[config.mk]
export PLATFORM = sky130hd
export DESIGN_NAME = ms_sampler_n_flat
export DESIGN_NICKNAME = d
export VERILOG_FILES = /design/src/rtl/ms_sampler_pkg.sv /design/src/rtl/ms_sampler_n_if.sv /design/src/rtl/ms_rr_pick.sv /design/src/rtl/ms_sampler_n.sv /design/src/flat_wrapper.sv
export SDC_FILE = /design/constraint.sdc
export NUM_CORES = 1
export LEC_CHECK = 0
export CAP_MARGIN = 20
export CORE_MARGIN = 2
export CORE_UTILIZATION = 31
export CTS_CLUSTER_SIZE = 40
export DETAILED_ROUTE_END_ITERATION = 16
export PLACE_DENSITY_LB_ADDON = 0.12
export SYNTH_ARGS = -nofsm -noshare
export SYNTH_HDL_FRONTEND = slang
export SYNTH_SLANG_ARGS = --single-unit
[constraint.sdc]
create_clock -name clk -period 1.4 [get_ports clk]
set_input_delay 0.14 -clock clk [delete_from_list [all_inputs] [get_ports clk]]
set_output_delay 0.14 -clock clk [all_outputs]
set_load 0.02 [all_outputs]
[src/rtl/ms_sampler_pkg.sv]
// ms_sampler_pkg -- shared types and constants for the ms_sampler_n block.
//   ms_sampler_sections_t : SECTION_A (sample) / SECTION_B (offer)
//   DROP_W                : width of the saturating drop counter
//   ch_width(n)           : channel index width, max(1, clog2(n))
package ms_sampler_pkg;

   typedef enum logic {
      SECTION_A = 1'b0,
      SECTION_B = 1'b1
   } ms_sampler_sections_t;

   localparam int DROP_W = 8;

   function automatic int ch_width(input int n);
      return (n > 1) ? $clog2(n) : 1;
   endfunction

endpackage

[src/rtl/ms_sampler_n_if.sv]
// ms_sampler_n_if -- bundles the sampler's slave-side inputs and master-side
// offer outputs.
//   s_in/s_in_sync/shared_in : slave data, per-channel present flags, gate
//   s_out/s_out_valid/s_out_ready/s_out_ch : master offer handshake
//   succ/drop_cnt            : last-offer status, saturating drop count
// Modports: slave = the sampler itself, master = the surrounding environment.
interface ms_sampler_n_if
   import ms_sampler_pkg::*;
#(
   parameter int DATA_W = 32,
   parameter int NUM_CH = 4
);
   localparam int CH_W = ch_width(NUM_CH);

   logic [NUM_CH*DATA_W-1:0] s_in;
   logic [NUM_CH-1:0]        s_in_sync;
   logic                     shared_in;
   logic [DATA_W-1:0]        s_out;
   logic                     s_out_valid;
   logic                     s_out_ready;
   logic [CH_W-1:0]          s_out_ch;
   logic                     succ;
   logic [DROP_W-1:0]        drop_cnt;

   modport slave (
      input  s_in, s_in_sync, shared_in, s_out_ready,
      output s_out, s_out_valid, s_out_ch, succ, drop_cnt
   );

   modport master (
      output s_in, s_in_sync, shared_in, s_out_ready,
      input  s_out, s_out_valid, s_out_ch, succ, drop_cnt
   );

endinterface

[src/rtl/ms_rr_pick.sv]
// ms_rr_pick -- combinational round-robin channel picker.
//   sync_i  : per-channel request vector
//   ptr_i   : channel searched first (must be < NUM_CH)
//   found_o : any request set
//   idx_o   : first requesting channel at or above ptr_i, wrapping to 0
module ms_rr_pick
   import ms_sampler_pkg::*;
#(
   parameter int NUM_CH = 4,
   parameter int CH_W   = ch_width(NUM_CH)
) (
   input  logic [NUM_CH-1:0] sync_i,
   input  logic [CH_W-1:0]   ptr_i,
   output logic              found_o,
   output logic [CH_W-1:0]   idx_o
);

   int c;

   // Walk from the farthest candidate back to ptr_i so the nearest hit is
   // written last and wins.
   always_comb begin
      found_o = 1'b0;
      idx_o   = '0;
      c       = 0;
      for (int k = NUM_CH - 1; k >= 0; k--) begin
         c = int'(ptr_i) + k;
         if (c >= NUM_CH) c = c - NUM_CH;
         if (sync_i[c]) begin
            found_o = 1'b1;
            idx_o   = CH_W'(c);
         end
      end
   end

endmodule

[src/rtl/ms_sampler_n.sv]
// ms_sampler_n -- samples one of NUM_CH slave channels round-robin and
// offers it on a valid/ready master port, one offer at a time.
//   clk  : clock, rising edge
//   rst  : synchronous active-low reset
//   bus  : ms_sampler_n_if.slave (slave inputs, master offer, status)
// Optional feature macro MS_SAMPLER_TIMEOUT_EN: an offer not accepted within
// TIMEOUT cycles is dropped and counted in drop_cnt (saturating). Without it
// an offer waits indefinitely and drop_cnt is tied to 0.
module ms_sampler_n
   import ms_sampler_pkg::*;
#(
   parameter int DATA_W  = 32,
   parameter int NUM_CH  = 4,
   parameter int TIMEOUT = 15
) (
   input logic           clk,
   input logic           rst,
   ms_sampler_n_if.slave bus
);

   localparam int CH_W = ch_width(NUM_CH);

   ms_sampler_sections_t state_q, state_d;
   logic [DATA_W-1:0]    data_q, data_d;
   logic [CH_W-1:0]      ch_q, ch_d;
   logic [CH_W-1:0]      ptr_q, ptr_d;
   logic                 succ_q, succ_d;

   logic                 found;
   logic [CH_W-1:0]      idx;

`ifdef MS_SAMPLER_TIMEOUT_EN
   localparam int TW = (TIMEOUT > 1) ? $clog2(TIMEOUT) : 1;
   localparam logic [TW-1:0] TMO_LAST = TW'(TIMEOUT - 1);

   logic [TW-1:0]     tmo_q, tmo_d;
   logic [DROP_W-1:0] drop_q, drop_d;
`endif

   ms_rr_pick #(.NUM_CH(NUM_CH), .CH_W(CH_W)) u_pick (
      .sync_i  (bus.s_in_sync),
      .ptr_i   (ptr_q),
      .found_o (found),
      .idx_o   (idx)
   );

   always_comb begin
      state_d = state_q;
      data_d  = data_q;
      ch_d    = ch_q;
      ptr_d   = ptr_q;
      succ_d  = succ_q;
`ifdef MS_SAMPLER_TIMEOUT_EN
      tmo_d   = tmo_q;
      drop_d  = drop_q;
`endif
      case (state_q)
         SECTION_A: begin
            if (!bus.shared_in && found) begin
               state_d = SECTION_B;
               data_d  = bus.s_in[int'(idx)*DATA_W +: DATA_W];
               ch_d    = idx;
               // pointer moves past the winner; NUM_CH=1 keeps it at 0
               ptr_d   = (idx == CH_W'(NUM_CH - 1)) ? '0 : idx + 1'b1;
`ifdef MS_SAMPLER_TIMEOUT_EN
               tmo_d   = '0;
`endif
            end
         end
         SECTION_B: begin
            // ready on the final timeout cycle still counts as a transfer
            if (bus.s_out_ready) begin
               state_d = SECTION_A;
               succ_d  = 1'b1;
            end
`ifdef MS_SAMPLER_TIMEOUT_EN
            else if (tmo_q == TMO_LAST) begin
               state_d = SECTION_A;
               succ_d  = 1'b0;
               if (drop_q != '1) drop_d = drop_q + 1'b1;
            end else begin
               tmo_d = tmo_q + 1'b1;
            end
`endif
         end
         default: state_d = SECTION_A;
      endcase
   end

   always_ff @(posedge clk) begin
      if (!rst) begin
         state_q <= SECTION_A;
         data_q  <= '0;
         ch_q    <= '0;
         ptr_q   <= '0;
         succ_q  <= 1'b0;
`ifdef MS_SAMPLER_TIMEOUT_EN
         tmo_q   <= '0;
         drop_q  <= '0;
`endif
      end else begin
         state_q <= state_d;
         data_q  <= data_d;
         ch_q    <= ch_d;
         ptr_q   <= ptr_d;
         succ_q  <= succ_d;
`ifdef MS_SAMPLER_TIMEOUT_EN
         tmo_q   <= tmo_d;
         drop_q  <= drop_d;
`endif
      end
   end

   assign bus.s_out       = data_q;
   assign bus.s_out_ch    = ch_q;
   assign bus.s_out_valid = (state_q == SECTION_B);
   assign bus.succ        = succ_q;
`ifdef MS_SAMPLER_TIMEOUT_EN
   assign bus.drop_cnt    = drop_q;
`else
   assign bus.drop_cnt    = '0;
`endif

endmodule

[src/flat_wrapper.sv]
// flat-port wrapper written by rule: the top's interface ports become plain ports
module ms_sampler_n_flat import ms_sampler_pkg::*;
#(
   parameter int DATA_W  = 32,
   parameter int NUM_CH  = 4,
   parameter int TIMEOUT = 15
)
  (clk, rst, bus_s_in, bus_s_in_sync, bus_shared_in, bus_s_out_ready, bus_s_out, bus_s_out_valid, bus_s_out_ch, bus_succ, bus_drop_cnt);
  ms_sampler_n_if #(.DATA_W(DATA_W), .NUM_CH(NUM_CH)) bus_i ();
  input logic clk;
  input logic rst;
  input wire logic [$bits(bus_i.s_in)-1:0] bus_s_in;
  input wire logic [$bits(bus_i.s_in_sync)-1:0] bus_s_in_sync;
  input wire logic [$bits(bus_i.shared_in)-1:0] bus_shared_in;
  input wire logic [$bits(bus_i.s_out_ready)-1:0] bus_s_out_ready;
  output wire logic [$bits(bus_i.s_out)-1:0] bus_s_out;
  output wire logic [$bits(bus_i.s_out_valid)-1:0] bus_s_out_valid;
  output wire logic [$bits(bus_i.s_out_ch)-1:0] bus_s_out_ch;
  output wire logic [$bits(bus_i.succ)-1:0] bus_succ;
  output wire logic [$bits(bus_i.drop_cnt)-1:0] bus_drop_cnt;
  assign bus_i.s_in = bus_s_in;
  assign bus_i.s_in_sync = bus_s_in_sync;
  assign bus_i.shared_in = bus_shared_in;
  assign bus_i.s_out_ready = bus_s_out_ready;
  assign bus_s_out = bus_i.s_out;
  assign bus_s_out_valid = bus_i.s_out_valid;
  assign bus_s_out_ch = bus_i.s_out_ch;
  assign bus_succ = bus_i.succ;
  assign bus_drop_cnt = bus_i.drop_cnt;
  ms_sampler_n #(.DATA_W(DATA_W), .NUM_CH(NUM_CH), .TIMEOUT(TIMEOUT)) u_core (.clk(clk), .rst(rst), .bus(bus_i));
endmodule
==> results of run 1 <==
per-stage QoR:
step	power (mW)	instance area, um^2	hold WS, ns	cells
after floorplan	2.17	2520	0.257	228
after global placement	2.87	4330	0.445	492
after detailed placement	2.89	4330	0.450	492
after CTS	3.94	4750	0.468	515
after global routing	4.27	5060	0.477	517
final	4.08	5060	0.460	517
routing by layer:
layer	vias to the layer above	GRT usage
li1	1213	-
met1	1127	0.217
met2	105	0.351
met3	4	0.0540
met4	0	0.0368
met5	-	0
cell type report:
type,instances,area [um^2]
well taps,102,128
clock buffers,7,86.3
repair buffers,204,2280
fillers,621,2630
inverters,1,3.75
multi-input cells,164,1790
flip-flops and latches,38,769
clock inverters,1,5.00
cells in the mapped netlist:
master / instances / area (um^2)
nand3b_1: 1 / 7.51
o221ai_2: 31 / 465
nor2_1: 1 / 3.75
nand2_1: 33 / 124
inv_1: 1 / 3.75
a21oi_1: 6 / 30.0
conb_1: 1 / 3.75
o21a_1: 1 / 7.51
mux2i_1: 67 / 671
buf_4: 8 / 60.1
o221ai_1: 1 / 8.76
nor4_2: 1 / 12.5
o21ai_0: 2 / 10.0
nor3_4: 2 / 32.5
nand3b_4: 1 / 20.0
nand3_4: 1 / 17.5
buf_2: 6 / 30.0
a2bb2oi_2: 1 / 15.0
dfxtp_1: 38 / 761
nor2b_1: 5 / 31.3
buf_6: 11 / 124
nor3b_1: 1 / 7.51
xnor2_1: 1 / 8.76
power by group:
group / internal (mW) / switching [mW] / total, mW
Sequential: 1.20 / 0.0620 / 1.26
Clock: 0.398 / 0.392 / 0.790
Combinational: 1.19 / 0.836 / 2.02
Total: 2.79 / 1.29 / 4.08
critical path, cell delays in order, from the launching register on:
cell and delay (ns):
dfxtp_4 0.36, nand2_2 0.06, nand3b_1 0.13, a2bb2oi_4 0.18, buf_12 0.15, buf_12 0.11
buf_16 0.15, mux2i_2 0.26, o221ai_2 0.12
final timing paths:
check,from,endpoint,cells past startpoint
max,u_core.ptr_q[1],u_core.bus.s_out[27],8
min,u_core.bus.s_out[6],u_core.bus.s_out[6],2
max reg2reg,u_core.ptr_q[1],u_core.bus.s_out[27],8
min reg2reg,u_core.bus.s_out[6],u_core.bus.s_out[6],2
logic make-up (layout without fill, tap and decap cells):
family | after synthesis | count (layout) | share of synthesized area
mux | 67 | 67 | 0.273
simple gates | 46 | 46 | 0.104
compound gates | 42 | 42 | 0.219
flops | 38 | 38 | 0.310
buf+inv | 26 | 213 | 0.0887
other cells | 1 | 8 | 0.00153
xor+xnor | 1 | 1 | 0.00357
state kept, by name (all words and copies together), names as in the netlist:
signal                  cells
u_core.bus.s_out           32
u_core.bus.s_out_ch         2
u_core.bus.succ             1
u_core.bus.s_out_valid      1
u_core.ptr_q                2
timing repair:
| item | 4_1_cts | 5_1_grt |
|---|---|---|
| pin swaps | 5 | 2 |
| setup endpoints to repair | 44 | 61 |
| resized for setup | 35 | 70 |
| gates cloned | 7 | 0 |
| buffers inserted | 8 | 2 |
==> results.py, run 1 <==
metrics = {
    "grt": {
        "grt_pass1_vias": 2646,
        "antenna_found_initial": 0,
        "grt_pass1_wl_mm": 13.0,
        "grt_overflow": 0,
        "grt_usage": 0.190,
        "grt_max_degree": 18,
    },
    "timing": {
        "setup_ws_ns": -0.219,
        "max_freq_mhz": 618,
        "rsz0062_at_grt": "true",
        "final_hold_viol_count": 0,
        "period_needed_ns": 1.62,
        "maxSlewViolCount": 0,
        "finalSetupViolCount": 34,
        "fin_skew_ns": 0.00635,
        "setup_tns_ns": -5.84,
        "fin_crit_sh": 1.16,
    },
    "critical_path": {
        "path_max_fanout": 8,
        "reg2reg_slack_ns": -0.22,
        "critPathLaunchType": "flip-flop",
        "arrival_ns": 1.79,
        "cp.required_ns": 1.57,
        "worstSetupEndpointType": "flip-flop",
        "critical_path_class": "flip-flop to flip-flop",
    },
    "routing": {
        "wl_per_cell_um": 16.4,
        "wl_met2_mm": 4.22,
        "drt_iter0_drc": 51,
        "drt-total-wl_mm": 8.47,
        "top_layer": "met4",
        "met3_length_um": 774,
        "via_per_inst": 4.74,
        "firstDrtPassIters": 4,
        "ant_nets": 0,
        "via_count": 2449,
        "wl_met1_mm": 3.43,
        "drcViolationCount": 0,
    },
    "placed_design": {
        "hpwl_mm": 5.79,
        "dp_slack_ns": -0.479,
        "place.gp.congestion": 0.691,
        "port_buffers": 171,
    },
    "synth": {
        "synth_cell_types": 23,
        "yosys_warnings": 0,
        "seq_area_frac_synth": 0.310,
        "syn-cell-area_mm2": 0.00245,
        "syn_avg_cell_area_um2": 11.1,
        "ys_ff_latch": 38,
        "netlist_instances": 221,
    },
    "layout": {
        "final_net_count": 550,
        "syn_to_final_growth_pct": 106,
        "drive_above_1_share": 0.284,
        "layout_common_cells": "clkdlybuf4s50_1, mux2i_1, dfxtp_1, nand2_1, o221ai_2",
        "antenna_cells": 0,
        "final_common_cell": "clkdlybuf4s50_1",
        "utilization": 0.659,
    },
    "cts": {
        "path_clk_slew_ns": 0.08,
        "clk_latency_ns": 0.29,
        "cts_buffers": 5,
        "clockRootBuffer": "clkbuf_8",
        "clk_path_buf_depth": 2,
        "tritoncts": "yes",
        "htree_levels": 2,
        "cts_sinks": 38,
        "ctsHoldBuffers": 0,
    },
    "die": {
        "initial_core_util": 0.319,
        "die_x_um": 93.0,
        "die_area_mm2": 0.00865,
        "ioPinCount": 180,
        "die_h_um": 93.0,
        "core-area_mm2": 0.00769,
        "rows": 32,
    },
    "pwr": {
        "vdd_drop_max_mv": 0.440,
        "powerDensity_mw_per_mm2": 805,
        "p_leak_nw": 2.28,
    },
    "outcome": {
        "status": "finished with violations",
        "violations": "setup timing",
    },
    "flow_run": {
        "cap_violations": 0,
    },
    "hold_path": {
        "holdCritPathClass": "flip-flop to flip-flop",
    },
}
No activity file was read; power rests on OpenSTA's default activity.
==> run 2: changes to the inputs <==
--- a/config.mk
+++ b/config.mk
@@ -6,8 +6,10 @@
 export NUM_CORES = 1
 export LEC_CHECK = 0
 export CAP_MARGIN = 20
+export CELL_PAD_IN_SITES_DETAIL_PLACEMENT = 1
+export CELL_PAD_IN_SITES_GLOBAL_PLACEMENT = 1
 export CORE_MARGIN = 2
-export CORE_UTILIZATION = 31
+export CORE_UTILIZATION = 22
 export CTS_CLUSTER_SIZE = 40
 export DETAILED_ROUTE_END_ITERATION = 16
 export PLACE_DENSITY_LB_ADDON = 0.12
==> results.py, run 2 (synthesized netlist as in run 1, its figures left out) <==
metrics = {
    "grt": {
        "grt_pass1_wl_mm": 13.6,
        "grt_pass1_vias": 2717,
        "grt_overflow": 0,
        "grt_usage": 0.146,
        "grt_max_degree": 21,
        "antenna_found_initial": 0,
    },
    "timing": {
        "fin_crit_sh": 1.13,
        "rsz0062_at_grt": "true",
        "period_needed_ns": 1.58,
        "maxSlewViolCount": 0,
        "finalSetupViolCount": 32,
        "setup_tns_ns": -4.96,
        "max_freq_mhz": 632,
        "final_hold_viol_count": 0,
        "fin_skew_ns": 0.00421,
        "setup_ws_ns": -0.183,
    },
    "critical_path": {
        "arrival_ns": 1.75,
        "critical_path_class": "flip-flop to flip-flop",
        "cp.required_ns": 1.57,
        "rr_startpoint": "u_core.ptr_q[0]",
        "reg2reg_slack_ns": -0.18,
        "worstSetupEndpointType": "flip-flop",
        "rr_endpoint": "u_core.bus.s_out[13]",
        "path_max_fanout": 8,
        "critPathLaunchType": "flip-flop",
        "r2r_cells": 7,
    },
    "routing": {
        "drt_iter0_drc": 49,
        "ant_nets": 0,
        "firstDrtPassIters": 4,
        "drt-total-wl_mm": 9.31,
        "via_per_inst": 4.49,
        "wl_per_cell_um": 16.5,
        "drcViolationCount": 0,
        "via_count": 2528,
    },
    "layout": {
        "antenna_cells": 0,
        "multi_input_area_mm2": 0.00172,
        "drive_above_1_share": 0.300,
        "final_net_count": 558,
        "stdcell_area_mm2": 0.00502,
        "fillCellCount": 1195,
        "syn_to_final_growth_pct": 104,
        "regArea_um2": 769,
        "largest_reg_flops": 32,
        "utilization": 0.463,
        "layout_common_cells": "clkdlybuf4s50_1, mux2i_1, dfxtp_1, nand2_1, o221ai_2",
        "final_common_cell": "clkdlybuf4s50_1",
    },
    "die": {
        "core-area_mm2": 0.0108,
        "die_h_um": 110,
        "rows": 38,
        "die_x_um": 110,
        "die_area_mm2": 0.0120,
        "ioPinCount": 180,
        "initial_core_util": 0.226,
    },
    "pwr": {
        "p_switching_mw": 1.27,
        "seq_power_share": 0.308,
        "powerDensity_mw_per_mm2": 817,
        "total_power_mw": 4.10,
        "vdd_drop_max_mv": 0.412,
        "p_leak_nw": 2.23,
        "power_switching_share": 0.311,
        "combPwrFrac": 0.472,
        "clkPwrFrac": 0.219,
        "p_int_mw": 2.82,
    },
    "hold_path": {
        "min-delay-start": "u_core.bus.s_out[31]",
        "holdCritPathClass": "flip-flop to flip-flop",
        "min_to": "u_core.bus.s_out[31]",
        "hold_path_depth": 2,
    },
    "flow_run": {
        "cap_violations": 0,
    },
    "cts": {
        "htree_levels": 2,
        "cts_sinks": 38,
        "clk_path_buf_depth": 2,
        "tritoncts": "yes",
        "path_clk_slew_ns": 0.08,
        "clk_latency_ns": 0.28,
        "clockRootBuffer": "clkbuf_8",
        "cts_buffers": 5,
    },
    "placed_design": {
        "placed_area_mm2": 0.00450,
        "port_buffers": 171,
        "place.gp.congestion": 0.737,
        "hpwl_mm": 7.24,
    },
    "outcome": {
        "violations": "setup timing",
        "status": "finished with violations",
    },
}
[run 2: cell count changes in the layout (fill, tap and decap cells not counted), moves of 2 or more]
cell	previous run	this run
mux2i_4	12	5
buf_16	7	1
buf_4	11	21
clkbuf_8	6	8
mux2i_2	17	27
buf_6	5	8
dlymetal6s2s_1	26	20
clkbuf_16	0	2
mux2i_1	38	35
dlygate4sd2_1	12	18
a21oi_1	3	5
[run 2: power by group through the flow]
stage | logic (mW) | clock network [mW] | registers (mW)
final | 1.93 | 0.899 | 1.26
after global routing | 2.05 | 1.00 | 1.28
after CTS | 1.82 | 0.952 | 1.27
after detailed placement | 1.73 | 0 | 1.29
after global placement | 1.71 | 0 | 1.29
after floorplan | 0.739 | 0 | 1.43
[run 2: critical path, cell delays in order, from the launching register on]
cell	delay [ns]
dfxtp_2	0.34
inv_2	0.05
a21oi_4	0.17
a2bb2oi_4	0.20
buf_6	0.18
clkbuf_16	0.18
mux2i_2	0.23
o221ai_2	0.11
[run 2: metal layers]
metal	vias to the layer above	global-route usage	part of all wire
met5	-	0	0
li1	1228	-	-
met2	115	0.275	0.49
met3	6	0.0492	0.10
met1	1179	0.159	0.40
met4	0	0.0253	0.0091
[run 2: final cells by class]
cell class / count / share of cell area
clock buffer: 8 / 0.0220
inverter: 1 / 0.000748
multi-input combinational: 164 / 0.342
sequential: 38 / 0.153
tap: 140 / 0.0349
timing repair buffer: 212 / 0.446
[run 2: metrics by stage]
stage / setup slack (ns) / hold WS (ns) / std cells
5_1_grt: -0.243 / 0.493 / 563
4_1_cts: -0.205 / 0.474 / 560
3_5_place_dp: -0.557 / 0.456 / 547
2_1_floorplan: -0.0288 / 0.257 / 228
6_report: -0.183 / 0.463 / 563
3_3_place_gp: -0.532 / 0.445 / 547
[run 2: what timing repair did]
action / in CTS / in global routing
hold buffers: 0 / 0
resized for setup: 42 / 51
setup endpoints to repair: 51 / 56
buffers inserted: 5 / 1
cloned: 1 / 2
pin swaps: 6 / 4
[run 2: worst max path at each step]
stage | start | to
2_1_floorplan | u_core.ptr_q[1] | u_core.bus.s_out[0]
3_3_place_gp | bus_s_in_sync[1] | u_core.bus.s_out[22]
3_5_place_dp | bus_s_in_sync[1] | u_core.bus.s_out[22]
4_1_cts | u_core.ptr_q[1] | u_core.bus.s_out[20]
5_1_grt | u_core.ptr_q[1] | u_core.bus.s_out[9]
6_report | u_core.ptr_q[0] | u_core.bus.s_out[13]
